$ cat config.mk
export PLATFORM = sky130hd
export DESIGN_NAME = capture_sequencer
export DESIGN_NICKNAME = d
export VERILOG_FILES = /design/src/rtl/capture_sequencer.sv
export SDC_FILE = /design/constraint.sdc
export NUM_CORES = 1
export LEC_CHECK = 0
export ABC_AREA = 1
export BUFFER_PORTS_ARGS = -buffer_cell sky130_fd_sc_hd__buf_4
export CAP_MARGIN = 20
export CORE_ASPECT_RATIO = 0.75
export CORE_MARGIN = 2
export CORE_UTILIZATION = 35
export CTS_CLUSTER_SIZE = 24
export DETAILED_ROUTE_END_ITERATION = 16
export MAX_ROUTING_LAYER = met4
export PLACE_DENSITY = 0.63
export SKIP_CTS_REPAIR_TIMING = 1
export SYNTH_ARGS = -nofsm -noshare
export SYNTH_HDL_FRONTEND = slang
export SYNTH_SLANG_ARGS = --single-unit
$ cat constraint.sdc
create_clock -name clk_50 -period 5.6 [get_ports clk_50]
set_input_delay 0.56 -clock clk_50 [delete_from_list [all_inputs] [get_ports clk_50]]
set_output_delay 0.56 -clock clk_50 [all_outputs]
set_load 0.02 [all_outputs]
$ cat src/rtl/capture_sequencer.sv
// rtl/capture_sequencer.sv - arm/pre/wait/post capture sequencer; HOLDOFF_EN adds trigger holdoff
module capture_sequencer #(
  parameter int ADDR_W       = 17,
  parameter int AUTO_TIMEOUT = 5000000,
  parameter int TO_W         = 23
) (
  input  logic              clk_50,
  input  logic              reset,
  input  logic              sample_tick,
  input  logic              arm,
  input  logic [1:0]        mode,
  input  logic              trig_sel,
  input  logic              trigger_1,
  input  logic              trigger_2,
  input  logic              force_trig,
  input  logic [ADDR_W-1:0] pretrig_len,
  input  logic [ADDR_W-1:0] posttrig_len,
`ifdef HOLDOFF_EN
  input  logic [15:0]       holdoff_len,
`endif
  input  logic              display_busy,
  output logic              wr_en,
  output logic [ADDR_W-1:0] wr_addr,
  output logic [ADDR_W-1:0] trig_addr,
  output logic              capture_done,
  output logic              forced,
  output logic [2:0]        state
);

  typedef enum logic [2:0] {
    S_IDLE = 3'd0,
    S_PRE  = 3'd1,
    S_WAIT = 3'd2,
    S_POST = 3'd3,
    S_DONE = 3'd4
  } state_t;

  localparam logic [ADDR_W-1:0] ADDR_ONE = ADDR_W'(1);
  localparam logic [TO_W-1:0]   TO_ONE   = TO_W'(1);
  localparam logic [TO_W-1:0]   TO_LAST  = TO_W'(AUTO_TIMEOUT - 1);

  state_t            state_q;
  logic [ADDR_W-1:0] wr_addr_q;
  logic [ADDR_W-1:0] trig_addr_q;
  logic [ADDR_W-1:0] cnt_q;
  logic [ADDR_W-1:0] pre_len_q;
  logic [ADDR_W-1:0] post_len_q;
  logic [TO_W-1:0]   to_q;
  logic              capture_done_q;
  logic              forced_q;
  logic              trig_lvl_q;
  logic              trig_prev_q;

  logic              capturing;
  logic              auto_mode;
  logic              single_mode;
  logic              trig_edge;
  logic              edge_ok;
  logic              timeout_hit;
  logic              trig_hit;
  logic              start_pre;
  logic [ADDR_W-1:0] cnt_d;

  assign capturing   = (state_q == S_PRE) || (state_q == S_WAIT) || (state_q == S_POST);
  assign auto_mode   = (mode == 2'b01);
  assign single_mode = (mode == 2'b10);

  // Both channel memories share this strobe, so channels stay sample-aligned
  assign wr_en = sample_tick & capturing;

  // Running sample count for the current phase, including this cycle's write
  assign cnt_d = wr_en ? (cnt_q + ADDR_ONE) : cnt_q;

  // Edge is taken from the registered level, hence one cycle of detect latency
  assign trig_edge = trig_lvl_q & ~trig_prev_q;

`ifdef HOLDOFF_EN
  logic [15:0] holdoff_q;

  assign edge_ok = trig_edge & (holdoff_q == 16'd0);

  // Holdoff counts clk_50 cycles from each PRE entry, independent of samples
  always_ff @(posedge clk_50) begin
    if (reset) begin
      holdoff_q <= 16'd0;
    end else if (start_pre) begin
      holdoff_q <= holdoff_len;
    end else if (holdoff_q != 16'd0) begin
      holdoff_q <= holdoff_q - 16'd1;
    end
  end
`else
  assign edge_ok = trig_edge;
`endif

  // Timeout counter saturates so a late switch into auto fires at once
  assign timeout_hit = auto_mode && (to_q == TO_LAST);
  assign trig_hit    = edge_ok | force_trig | timeout_hit;

  // Explicit arm restarts from any state; DONE also re-arms itself outside single mode
  assign start_pre = arm | ((state_q == S_DONE) & ~single_mode & ~display_busy);

  // Trigger level pipeline feeding the rising-edge detector
  always_ff @(posedge clk_50) begin
    if (reset) begin
      trig_lvl_q  <= 1'b0;
      trig_prev_q <= 1'b0;
    end else begin
      trig_lvl_q  <= trig_sel ? trigger_2 : trigger_1;
      trig_prev_q <= trig_lvl_q;
    end
  end

  // Capture FSM with its address, counters and registered status outputs
  always_ff @(posedge clk_50) begin
    if (reset) begin
      state_q        <= S_IDLE;
      wr_addr_q      <= '0;
      trig_addr_q    <= '0;
      cnt_q          <= '0;
      pre_len_q      <= '0;
      post_len_q     <= '0;
      to_q           <= '0;
      capture_done_q <= 1'b0;
      forced_q       <= 1'b0;
    end else begin
      if (wr_en) begin
        wr_addr_q <= wr_addr_q + ADDR_ONE;
      end
      if (start_pre) begin
        state_q        <= S_PRE;
        cnt_q          <= '0;
        pre_len_q      <= pretrig_len;
        post_len_q     <= posttrig_len;
        capture_done_q <= 1'b0;
      end else begin
        case (state_q)
          S_PRE: begin
            if (cnt_d >= pre_len_q) begin
              state_q <= S_WAIT;
              cnt_q   <= '0;
              to_q    <= '0;
            end else begin
              cnt_q <= cnt_d;
            end
          end
          S_WAIT: begin
            if (trig_hit) begin
              state_q     <= S_POST;
              trig_addr_q <= wr_addr_q;
              forced_q    <= ~edge_ok;
              cnt_q       <= '0;
            end else if (to_q != TO_LAST) begin
              to_q <= to_q + TO_ONE;
            end
          end
          S_POST: begin
            if (cnt_d >= post_len_q) begin
              state_q        <= S_DONE;
              capture_done_q <= 1'b1;
              cnt_q          <= '0;
            end else begin
              cnt_q <= cnt_d;
            end
          end
          default: begin
          end
        endcase
      end
    end
  end

  assign wr_addr      = wr_addr_q;
  assign trig_addr    = trig_addr_q;
  assign capture_done = capture_done_q;
  assign forced       = forced_q;
  assign state        = state_q;

endmodule

==> flow_metrics.env <==
export IMPL_fmax_mhz=252
export IMPL_ios=85
export IMPL_path_clk_slew_ns=0.06
export IMPL_period_share_pct=70.8
export IMPL_endpoint_kind="flip-flop"
export IMPL_crit_arrival_ns=4.30
export IMPL_ys_seq_area_share_pct=35.9
export IMPL_die_x_microns=160
export IMPL_finalMaxSlewViolations=0
export IMPL_whs_ns=0.326
export IMPL_synth_cell_type_count=37
export IMPL_ant_nets=0
export IMPL_hold_violations=0
export IMPL_insertion_delay_ns=0.42
export IMPL_drive_gt1_share_pct=14.8
export IMPL_synth_common_cells="nand2_1, nor2_1, dfxtp_1"
export IMPL_synth_area_leader_cell="dfxtp_1"
export IMPL_die_h_microns=121
export IMPL_synth_async_reset_ratio_pct=0
export IMPL_worstHoldPathType="in -> reg"
export IMPL_nets=1073
export IMPL_numCtsBuffers=17
export IMPL_place_gp_congestion=0.938
export IMPL_grt_total_usage_pct=17.9
export IMPL_vdd_drop_max_v=0.000159
export IMPL_synth_main_ff_cell="dfxtp_1"
export IMPL_wl_per_cell_microns=13.1
export IMPL_drt_iter0_drc=374
export IMPL_cts_htree_levels=4
export IMPL_start_util_pct=36.1
export IMPL_hpwlAfterDp_microns=11700
export IMPL_die_area_sq_mm=0.0194
export IMPL_p_per_area_mw_per_mm2=273
export IMPL_synth_fp_nets=1004
export IMPL_yosysWarnings=0
export IMPL_finClkSkew_ns=0.0121
export IMPL_outcome="complete, no violations"
export IMPL_critPathKind="reg -> reg"
export IMPL_synthesis_area_sq_mm=0.00640
export IMPL_min_period_ns=3.97
export IMPL_setup_violations=0
export IMPL_row_count=42
export IMPL_slowest_stage="nand3_2"
export IMPL_drt_total_wl_microns=16300
export IMPL_cts_root_buf="clkbuf_16"
export IMPL_cap_violations=0
export IMPL_path_common_cell="nand2_1"
export IMPL_ys_ff_latch=115
export IMPL_fp_coreArea_sq_mm=0.0178
export IMPL_yosys_cell_count_top_type="nand2_1"
export IMPL_cp_start_kind="flip-flop"
export IMPL_p_leak_nw=3.20
export IMPL_nFillCells=1875
export IMPL_placement_io_buffers=84
export IMPL_cpPeakStageDelay_ns=0.61
export IMPL_num_vias=5899
export IMPL_cts_sink_count=115
export IMPL_area_growth_pct=20.9
export IMPL_maxSlewHeadroom_pct=33.7
export IMPL_rsz0062_at_grt="false"
export IMPL_cts_max_path_buffers=2
export IMPL_drc=0
export IMPL_n_antenna_cell=0
export IMPL_synth_edff_count=0
export IMPL_syn_avg_cell_area_sq_um=6.95
export IMPL_cp_max_fo=28
export IMPL_crit_path_cell_trace="nor2_2 -> nor2_4 -> nand2_2 -> nor2_2 -> nand3_2 -> xnor2_1 -> ha_1 -> nand2_1 -> nor2_1 -> and2_1 -> nand2_1 -> nand2_1 -> nor2_1 -> nand3_2 -> nand3_2 -> nand2_1 -> a21oi_1"
export IMPL_setup_tns_ns=0
export IMPL_critical_path_top_delay_family="simple AND/OR/NAND/NOR gates"
export IMPL_first_pass_iters=5
export IMPL_antenna_found_initial=0
export IMPL_cp_required_ns=5.93
export IMPL_synth_area_top_cells="dfxtp_1, nand2_1, a21oi_1"
export IMPL_grt_max_degree=69
export IMPL_via_per_inst=4.74
export IMPL_worst_slew_pin_slew_ns=0.994
export IMPL_cts_tree="built"
export IMPL_grt_pass1_vias=5502
export IMPL_grt_first_pass_wirelength_microns=27400
export IMPL_cp_num_buf_inv=0
export IMPL_syn_inst=922
export IMPL_synth_top_area_share_pct=35.9
export IMPL_overflow=0
through the flow:
step	power, mW	std cells	utilization [%]	setup WS [ns]	instance area (sq um)
after floorplan	0.992	922	-	2.58	6400
after global placement	1.05	1214	40.3	1.54	7160
after detailed placement	1.05	1214	40.3	1.49	7160
after CTS	2.14	1245	43.6	1.62	7740
after global routing	2.19	1245	43.6	1.13	7740
final	2.11	1245	43.6	1.63	7740
layout make-up:
type	instances	area, sq um	area share, %
repair buffers	85	638	8.24
clock inverters	11	129	1.66
clock buffers	20	457	5.90
flip-flops and latches	115	2300	29.7
inverters	105	394	5.09
well taps	242	303	3.91
multi-input cells	667	3520	45.5
report_power, final:
part	leakage, nW	switching [mW]	internal [mW]
clock	0.283	0.399	0.678
sequential	0.936	0.00853	0.841
combinational	1.98	0.121	0.0628
total	3.20	0.528	1.58
layer usage:
| metal | track usage, % | share of wire (%) |
|---|---|---|
| met1 | 24.8 | 52 |
| met2 | 26.9 | 43 |
| met3 | 3.73 | 4.1 |
| met4 | 4.56 | 0.65 |
| met5 | - | 0 |
registers in the layout, indices dropped and copies added (netlist names):
signal and flops:
capture_done 1, forced 1, trig_addr 17, cnt_q 17, to_q 23, post_len_q 17
trig_prev_q 1, trig_lvl_q 1, wr_addr 17, pre_len_q 17, state 3
path summary, 6_finish.rpt:
check,from,cells past startpoint,slack [ns],end
worst max register to register,state[0],17,1.63,to_q[9]
worst max-delay path,state[0],17,1.63,to_q[9]
worst min register to register,trig_lvl_q,2,0.43,trig_prev_q
worst min-delay path,trig_sel,2,0.33,trig_lvl_q
logic make-up after synthesis:
family | synth area share, %
simple gates | 28.8
compound gates | 14.7
buf+inv | 9.06
flops | 35.9
fa+ha+maj | 7.23
xor+xnor | 3.97
mux | 0.313
worst register-to-register path, cell delays in order (launching register included):
cell	delay [ns]
dfxtp_1	0.42
nor2_2	0.11
nor2_4	0.11
nand2_2	0.22
nor2_2	0.25
nand3_2	0.11
xnor2_1	0.39
ha_1	0.32
nand2_1	0.11
nor2_1	0.06
and2_1	0.16
nand2_1	0.06
nand2_1	0.05
nor2_1	0.16
nand3_2	0.51
nand3_2	0.62
nand2_1	0.10
a21oi_1	0.15
cell usage in the layout (no fill, tap or decap), types with 3 or more instances in the layout:
cell	synthesis	final
nand2_1	198	198
nor2_1	119	119
dfxtp_1	115	115
a21oi_1	109	109
inv_1	99	99
buf_4	5	85
o21ai_0	49	49
ha_1	37	37
nand3_1	28	28
nand4_1	27	27
xor2_1	20	20
clkbuf_16	0	17
o21ai_1	14	14
nor3_1	10	10
xnor2_1	9	9
nand2_2	7	7
nor2_2	6	6
nor2_4	5	5
nand3_2	5	5
inv_2	4	4
o21a_1	4	4
nand3b_1	3	3
nor3b_1	3	3
clkinv_4	0	3
(Power assumes the default switching activity.)
